## src/rtl/ipsl_ddrphy_dll_update_req_gen.sv

```systemverilog
// DLL update requester: raises a four-phase req toward the DLL update controller,
// periodically or on demand, only inside PHY idle windows, with an ack timeout.
module ipsl_ddrphy_dll_update_req_gen #(
  parameter int unsigned UPDATE_INTERVAL = 8192,
  parameter int unsigned CNT_W           = 16,
  parameter int unsigned TIMEOUT         = 64,
  parameter int unsigned TO_W            = 8
) (
  input  logic       rclk,
  input  logic       rst,
  input  logic       enable,
  input  logic       force_update,
  input  logic       phy_idle,
  input  logic       dll_update_ack,
  output logic       dll_update_req,
  output logic       update_busy,
  output logic       update_done,
  output logic       update_timeout,
  output logic [7:0] update_count
);

  localparam int unsigned COUNT_W = 8;
  localparam logic [CNT_W-1:0]   INT_LAST  = CNT_W'(UPDATE_INTERVAL - 1);
  localparam logic [TO_W-1:0]    TO_LAST   = TO_W'(TIMEOUT - 1);
  localparam logic [COUNT_W-1:0] COUNT_MAX = '1;

  typedef enum logic [1:0] {
    IDLE     = 2'd0,
    WAIT_WIN = 2'd1,
    REQ      = 2'd2,
    RELEASE  = 2'd3
  } state_t;

  state_t            state;
  logic [CNT_W-1:0]  int_cnt;
  logic [TO_W-1:0]   to_cnt;
  logic              force_pend;
  logic              forced_run;
  logic              to_flag;

  // forced_run remembers that the current attempt was forced, so dropping enable cannot cancel it
  always_ff @(posedge rclk or posedge rst) begin
    if (rst) begin
      state          <= IDLE;
      int_cnt        <= '0;
      to_cnt         <= '0;
      force_pend     <= 1'b0;
      forced_run     <= 1'b0;
      to_flag        <= 1'b0;
      dll_update_req <= 1'b0;
      update_busy    <= 1'b0;
      update_done    <= 1'b0;
      update_timeout <= 1'b0;
      update_count   <= '0;
    end else begin
      update_done    <= 1'b0;
      update_timeout <= 1'b0;
      force_pend     <= force_pend | force_update;

      case (state)
        IDLE: begin
          if (force_pend || force_update || (enable && (int_cnt == INT_LAST))) begin
            state       <= WAIT_WIN;
            update_busy <= 1'b1;
            int_cnt     <= '0;
            force_pend  <= 1'b0;
            forced_run  <= force_pend | force_update;
          end else if (enable) begin
            int_cnt <= int_cnt + CNT_W'(1);
          end else begin
            int_cnt <= '0;
          end
        end

        WAIT_WIN: begin
          // Never re-raise req while the responder still holds ack
          if (phy_idle && !dll_update_ack) begin
            state          <= REQ;
            dll_update_req <= 1'b1;
            to_cnt         <= '0;
          end else if (!enable && !forced_run && !force_pend) begin
            state       <= IDLE;
            update_busy <= 1'b0;
          end
        end

        REQ: begin
          if (dll_update_ack) begin
            state          <= RELEASE;
            dll_update_req <= 1'b0;
            to_flag        <= 1'b0;
          end else if (to_cnt == TO_LAST) begin
            state          <= RELEASE;
            dll_update_req <= 1'b0;
            to_flag        <= 1'b1;
            update_timeout <= 1'b1;
          end else begin
            to_cnt <= to_cnt + TO_W'(1);
          end
        end

        RELEASE: begin
          // Late acks after a timeout are absorbed here
          if (!dll_update_ack) begin
            state       <= IDLE;
            update_busy <= 1'b0;
            forced_run  <= 1'b0;
            if (!to_flag) begin
              update_done <= 1'b1;
              if (update_count != COUNT_MAX) begin
                update_count <= update_count + COUNT_W'(1);
              end
            end
          end
        end

        default: begin
          state          <= IDLE;
          dll_update_req <= 1'b0;
          update_busy    <= 1'b0;
        end
      endcase
    end
  end

endmodule

```

## config.mk

```make
export PLATFORM = sky130hd
export DESIGN_NAME = ipsl_ddrphy_dll_update_req_gen
export DESIGN_NICKNAME = d
export VERILOG_FILES = /design/src/rtl/ipsl_ddrphy_dll_update_req_gen.sv
export SDC_FILE = /design/constraint.sdc
export NUM_CORES = 1
export LEC_CHECK = 0
export ABC_AREA = 1
export ABC_CLOCK_PERIOD_IN_PS = 2640
export CORE_AREA = 5 5 72 68
export DETAILED_ROUTE_END_ITERATION = 8
export DIE_AREA = 0 0 77 73
export HOLD_SLACK_MARGIN = 0.02
export PLACE_DENSITY = 0.78
export SLEW_MARGIN = 20
export SYNTH_ARGS = -nofsm -noshare
export SYNTH_HDL_FRONTEND = slang
export SYNTH_SLANG_ARGS = --single-unit
```

## constraint.sdc

```tcl
create_clock -name rclk -period 2.64 [get_ports rclk]
set_input_delay 0.396 -clock rclk [delete_from_list [all_inputs] [get_ports rclk]]
set_output_delay 0.396 -clock rclk [all_outputs]
set_load 0.1 [all_outputs]
```

Yosys cells after proc, flatten, opt, wreduce, memory -nomap -nowiden
Cells that the tools add are included.
{"block": "op_classes", "bitwise_logic": 3, "n_eq_ne": 15, "reduce_logical": 22, "n_addsub": 3, "mux": 34}
{"operator": "$mux W16", "n": 2}
{"operator": "$mux W8", "n": 3}
{"operator": "$mux W1", "n": 18}
{"operator": "$add A16 B1 Y16 const B", "n": 1}
{"operator": "$add A8 B1 Y8 const B", "n": 2}
{"operator": "$eq A16 B13 Y1 const B", "n": 1}
{"operator": "$pmux W8 S2", "n": 1}
{"operator": "$ne A2 B2 Y1 const B", "n": 7}
{"operator": "$mux W2", "n": 6}
{"operator": "$reduce_and A4 Y1", "n": 3}
{"operator": "$eq A8 B6 Y1 const B", "n": 1}
{"operator": "$ne A8 B8 Y1 const B", "n": 1}
{"operator": "$pmux W2 S4", "n": 1}
{"operator": "$ne A3 B3 Y1 const B", "n": 2}
{"operator": "$reduce_and A3 Y1", "n": 2}
{"operator": "$reduce_bool A2 Y1", "n": 3}
{"operator": "$reduce_and A5 Y1", "n": 1}
{"operator": "$eq A2 B2 Y1 const B", "n": 2}
{"operator": "$logic_and A1 B1 Y1", "n": 4}
{"operator": "$logic_not A1 Y1", "n": 4}
{"operator": "$pmux W1 S2", "n": 2}
{"operator": "$pmux W1 S3", "n": 1}
{"operator": "$reduce_bool A3 Y1", "n": 1}
{"operator": "$eq A2 B1 Y1 const B", "n": 1}
{"operator": "other kinds (5)", "n": 7}
{"block": "totals", "inputBits": 6, "register_bits": 41}

Logic depth before layout (Yosys ltp)
{"block": "depth", "word_depth": 6, "depth_mapped": 9, "depth_no_buf": 9}

Worst setup path after synthesis
OpenSTA, ideal clock, no wires.
{"block": "synth_timing", "kind": "reg2reg", "startpoint": "register update_count[0]", "endpoint": "register update_count[2]", "synth_period_minus_slack_ps": 2105, "required_time_ps": 2518, "path_stages_with_launch": 9, "path_buffers": 0, "t_arrival_ps": 1982, "setup_slack_ps": 535, "setup_ps": 122, "path_cell_list": "dfrtp_1 ha_1 inv_1 nor2_2 nand4_1 nand2_2 inv_1 nand3b_1 nand2_1"}
{"block": "synth_between", "elab_chain_len": 2}
{"item": "start: declaration", "line": "19", "text": "output logic [7:0] update_count"}
{"item": "start signal: assignment", "line": "111", "text": "update_count <= update_count + COUNT_W'(1);"}
{"item": "parallel branches: the longest is 2 deep, another holds $add A8 B1 Y8"}
Parallel ways; which one is timed is not known.
A chain may end at the register's enable or synchronous reset.

Final worst setup path
{"block": "layout_timing", "startpoint": "register int_cnt[0]", "endpoint": "register int_cnt[12]"}
{"block": "layout_between", "elab_chain_len": 4}
{"item": "start: declaration", "line": "35", "text": "logic [CNT_W-1:0] int_cnt;"}
{"item": "start signal: assignment", "line": "69", "text": "int_cnt <= int_cnt + CNT_W'(1);"}
{"item": "parallel branches: the longest is 3 deep, another holds $add A16 B1 Y16"}
{"item": "$mux W16 (*)", "line": "62", "text": "if (force_pend || force_update || (enable && (int_cnt == INT_LAST))) begin"}
Every way passes the cells marked *.

==> impl_metrics.json <==
{
  "dieArea_sq_mm": 0.005621,
  "synth_area_sq_mm": 0.002347,
  "via_count": 1985,
  "power.leakage_nw": 1.282,
  "path_class": "flop to flop",
  "ys_ff_latch": 41,
  "cts_tree": "yes",
  "yosysWarnings": 0,
  "setup_tns_ps": 0,
  "grt_max_degree": 42,
  "cts_setup_buffers": 0,
  "syn_to_final_growth_pct": 12.05,
  "vias_per_cell": 5.224,
  "yosys.cell_types.count": 27,
  "ff2ff_path_depth": 6,
  "ys_seq_area_frac": 0.4371,
  "start_util": 0.5625,
  "cp.required_ps": 2840,
  "maxCapViolations": 0,
  "fin_area_sq_mm": 0.002630,
  "chipWidth_um": 77,
  "endpoint_kind": "flop",
  "hold_violations": 0,
  "place_area_sq_mm": 0.002534,
  "netlist.area_leader.share": 0.4371,
  "drc_errors": 0,
  "crit_slowest_cell": "dfrtp_1",
  "fin_util": 0.6303,
  "port_buffers": 17,
  "nets": 338,
  "drt-initial-drc-count": 158,
  "peakVddDrop_v": 0.0006479,
  "hpwl_mm": 3.511,
  "rows": 23,
  "grt.total_usage": 0.1923,
  "synth_ff_type": "dfrtp_1",
  "pre_cts_slack_ps": 625.0,
  "dr_wl_met3_um": 190,
  "setup_violations": 0,
  "worstReg2RegStart": "int_cnt[0]$_DFFE_PP0N_",
  "rsz0062_at_grt": "false",
  "synth_edf_count": 0,
  "netlist_instances": 307,
  "dr_wl_met2_mm": 2.227,
  "die_height_um": 73,
  "cts_made_buffers": 5,
  "gp_congestion": 0.8592,
  "whs_ps": 471.8,
  "hold_path_end": "update_done$_DFF_PP0_",
  "skew_ps": 9.883,
  "first_global_vias": 2040,
  "worst-path-buf-inv": 0,
  "drive_gt1_frac": 0.1333,
  "final.min_clock_period_ps": 1761,
  "root_buffer": "clkbuf_8",
  "synth_area_leaders": "dfrtp_1, nand2_1, nand3_1",
  "diodes": 0,
  "postSynthAreaPerCell_sq_um": 7.646,
  "post-route-period-util": 0.6669,
  "worst_slack_ps": 879.4,
  "clk_path_buf_depth": 2,
  "ctsHoldBuffers": 0,
  "wl_met1_mm": 2.402,
  "placed_cells": 372,
  "ios": 18,
  "antenna_found_initial": 0,
  "clk_pin_slew_ps": 90,
  "fmax_mhz": 568.0,
  "critPathMostFrequentCell": "nand3_2",
  "route.top_layer_used": "met4",
  "grt-ovfl-total": 0,
  "p_total_mw": 2.232,
  "cp.arrival_ps": 1960,
  "worstPathCellList": "ha_1 > nand3_2 > nor2_1 > nand3_1 > nand3_2 > o21ai_0",
  "final_cells": 380,
  "tightest_slew_ps": 518.1,
  "routed_wl_mm": 4.884,
  "synth_top_area_cell": "dfrtp_1",
  "synthesis.nets": 316,
  "clk_latency_ps": 300,
  "grt_pass1_wl_mm": 8.838,
  "numClockSinks": 41,
  "path_max_fanout": 14,
  "wl_per_cell_um": 12.85,
  "hold_path_class": "flop to flop",
  "holdPathStages": 1,
  "critPathTopFamily": "simple AND/OR/NAND/NOR gates",
  "setup.reg_to_reg.worst_slack_ps": 880,
  "cts_resized": 0,
  "cts_htree_levels": 2,
  "status": "complete, no violations",
  "slew_violations": 0,
  "slowest_delay_ps": 450,
  "powerDensity_mw_per_mm2": 848.5,
  "synthArstFlopShare": 1.000,
  "ant_nets": 0,
  "cp-start-kind": "flop",
  "fp.coreArea_sq_mm": 0.004173,
  "r2r_end": "int_cnt[12]$_DFFE_PP0N_",
  "hold_start": "to_flag$_DFFE_PP0P_",
  "slew-limit-headroom": 0.6546,
  "drt-pass1-iter-count": 5
}
flip-flops by register name, summed over array words and instances (netlist names), named ones only:
name	flops
update_count	8
to_flag	1
to_cnt	8
int_cnt	16
update_timeout	1
forced_run	1
update_done	1
dll_update_req	1
force_pend	1
update_busy	1
state	1
layout make-up:
type	instances	area, sq um
fill	365	1543
multi-input combinational	231	1177
sequential	41	1026
timing repair buffer	18	147.6
inverter	32	120.1
clock buffer	6	82.58
tap	50	62.56
clock inverter	2	13.76
power by group:
group / internal [mW] / switching (mW) / total (mW) / leakage [nW]
registers: 0.742 / 0.123 / 0.865 / 0.554
logic: 0.218 / 0.704 / 0.921 / 0.677
clock network: 0.212 / 0.233 / 0.445 / 0.0512
total: 1.17 / 1.06 / 2.23 / 1.28
logic make-up (layout without fill, tap and decap cells):
group	after synthesis	count (layout)	synth area share
buf+inv	35	58	0.06130
fa+ha+maj	3	3	0.01599
simple gates	182	182	0.3433
xor+xnor	15	15	0.05597
compound gates	31	31	0.08635
flops	41	41	0.4371
worst max path at each step:
stage	startpoint	end	slack [ps]	cells after the start
floorplan	update_count[0]$_DFFE_PP0P_	update_count[2]$_DFFE_PP0P_	540	8
global placement	dll_update_ack	update_busy$_DFFE_PP0P_	690	8
detailed placement	dll_update_ack	update_busy$_DFFE_PP0P_	620	8
CTS	int_cnt[0]$_DFFE_PP0N_	int_cnt[12]$_DFFE_PP0N_	880	6
global route	dll_update_ack	update_busy$_DFFE_PP0P_	760	8
finish	int_cnt[0]$_DFFE_PP0N_	int_cnt[12]$_DFFE_PP0N_	880	6
per-layer routing:
metal / GRT usage / up-vias
met2: 0.3139 / 37
li1: - / 1025
met3: 0.03457 / 7
met5: 0 / -
met1: 0.2601 / 916
met4: 0.06679 / 0
worst reg2reg max path, stage by stage, from the launching register on:
cell	delay, ps
dfrtp_1	450
ha_1	280
nand3_2	130
nor2_1	60
nand3_1	100
nand3_2	350
o21ai_0	300
cell usage after synthesis, types with 3 or more instances:
library cell and n:
xnor2_1 4, ha_1 3, o21bai_1 3, nand4_1 9, o21ai_2 10, xor2_1 11, o21ai_0 11, nand2_1 101
dfrtp_1 41, inv_1 32, nor2_1 31, nand3_1 24, o21ai_1 4, nand3_2 3, nor2_2 4
cell usage in the layout, fill, tap and decap left out, types with 3 or more instances in the layout:
master,instances
dfrtp_1,41
nand3_2,3
o21ai_1,4
clkdlybuf4s50_1,5
buf_4,13
nor2_2,4
xnor2_1,4
o21ai_0,11
nand3_1,24
o21bai_1,3
clkbuf_8,6
xor2_1,11
inv_1,32
nand2_1,101
ha_1,3
nand4_1,9
nor2_1,31
o21ai_2,10
(Power assumes the default switching activity.)
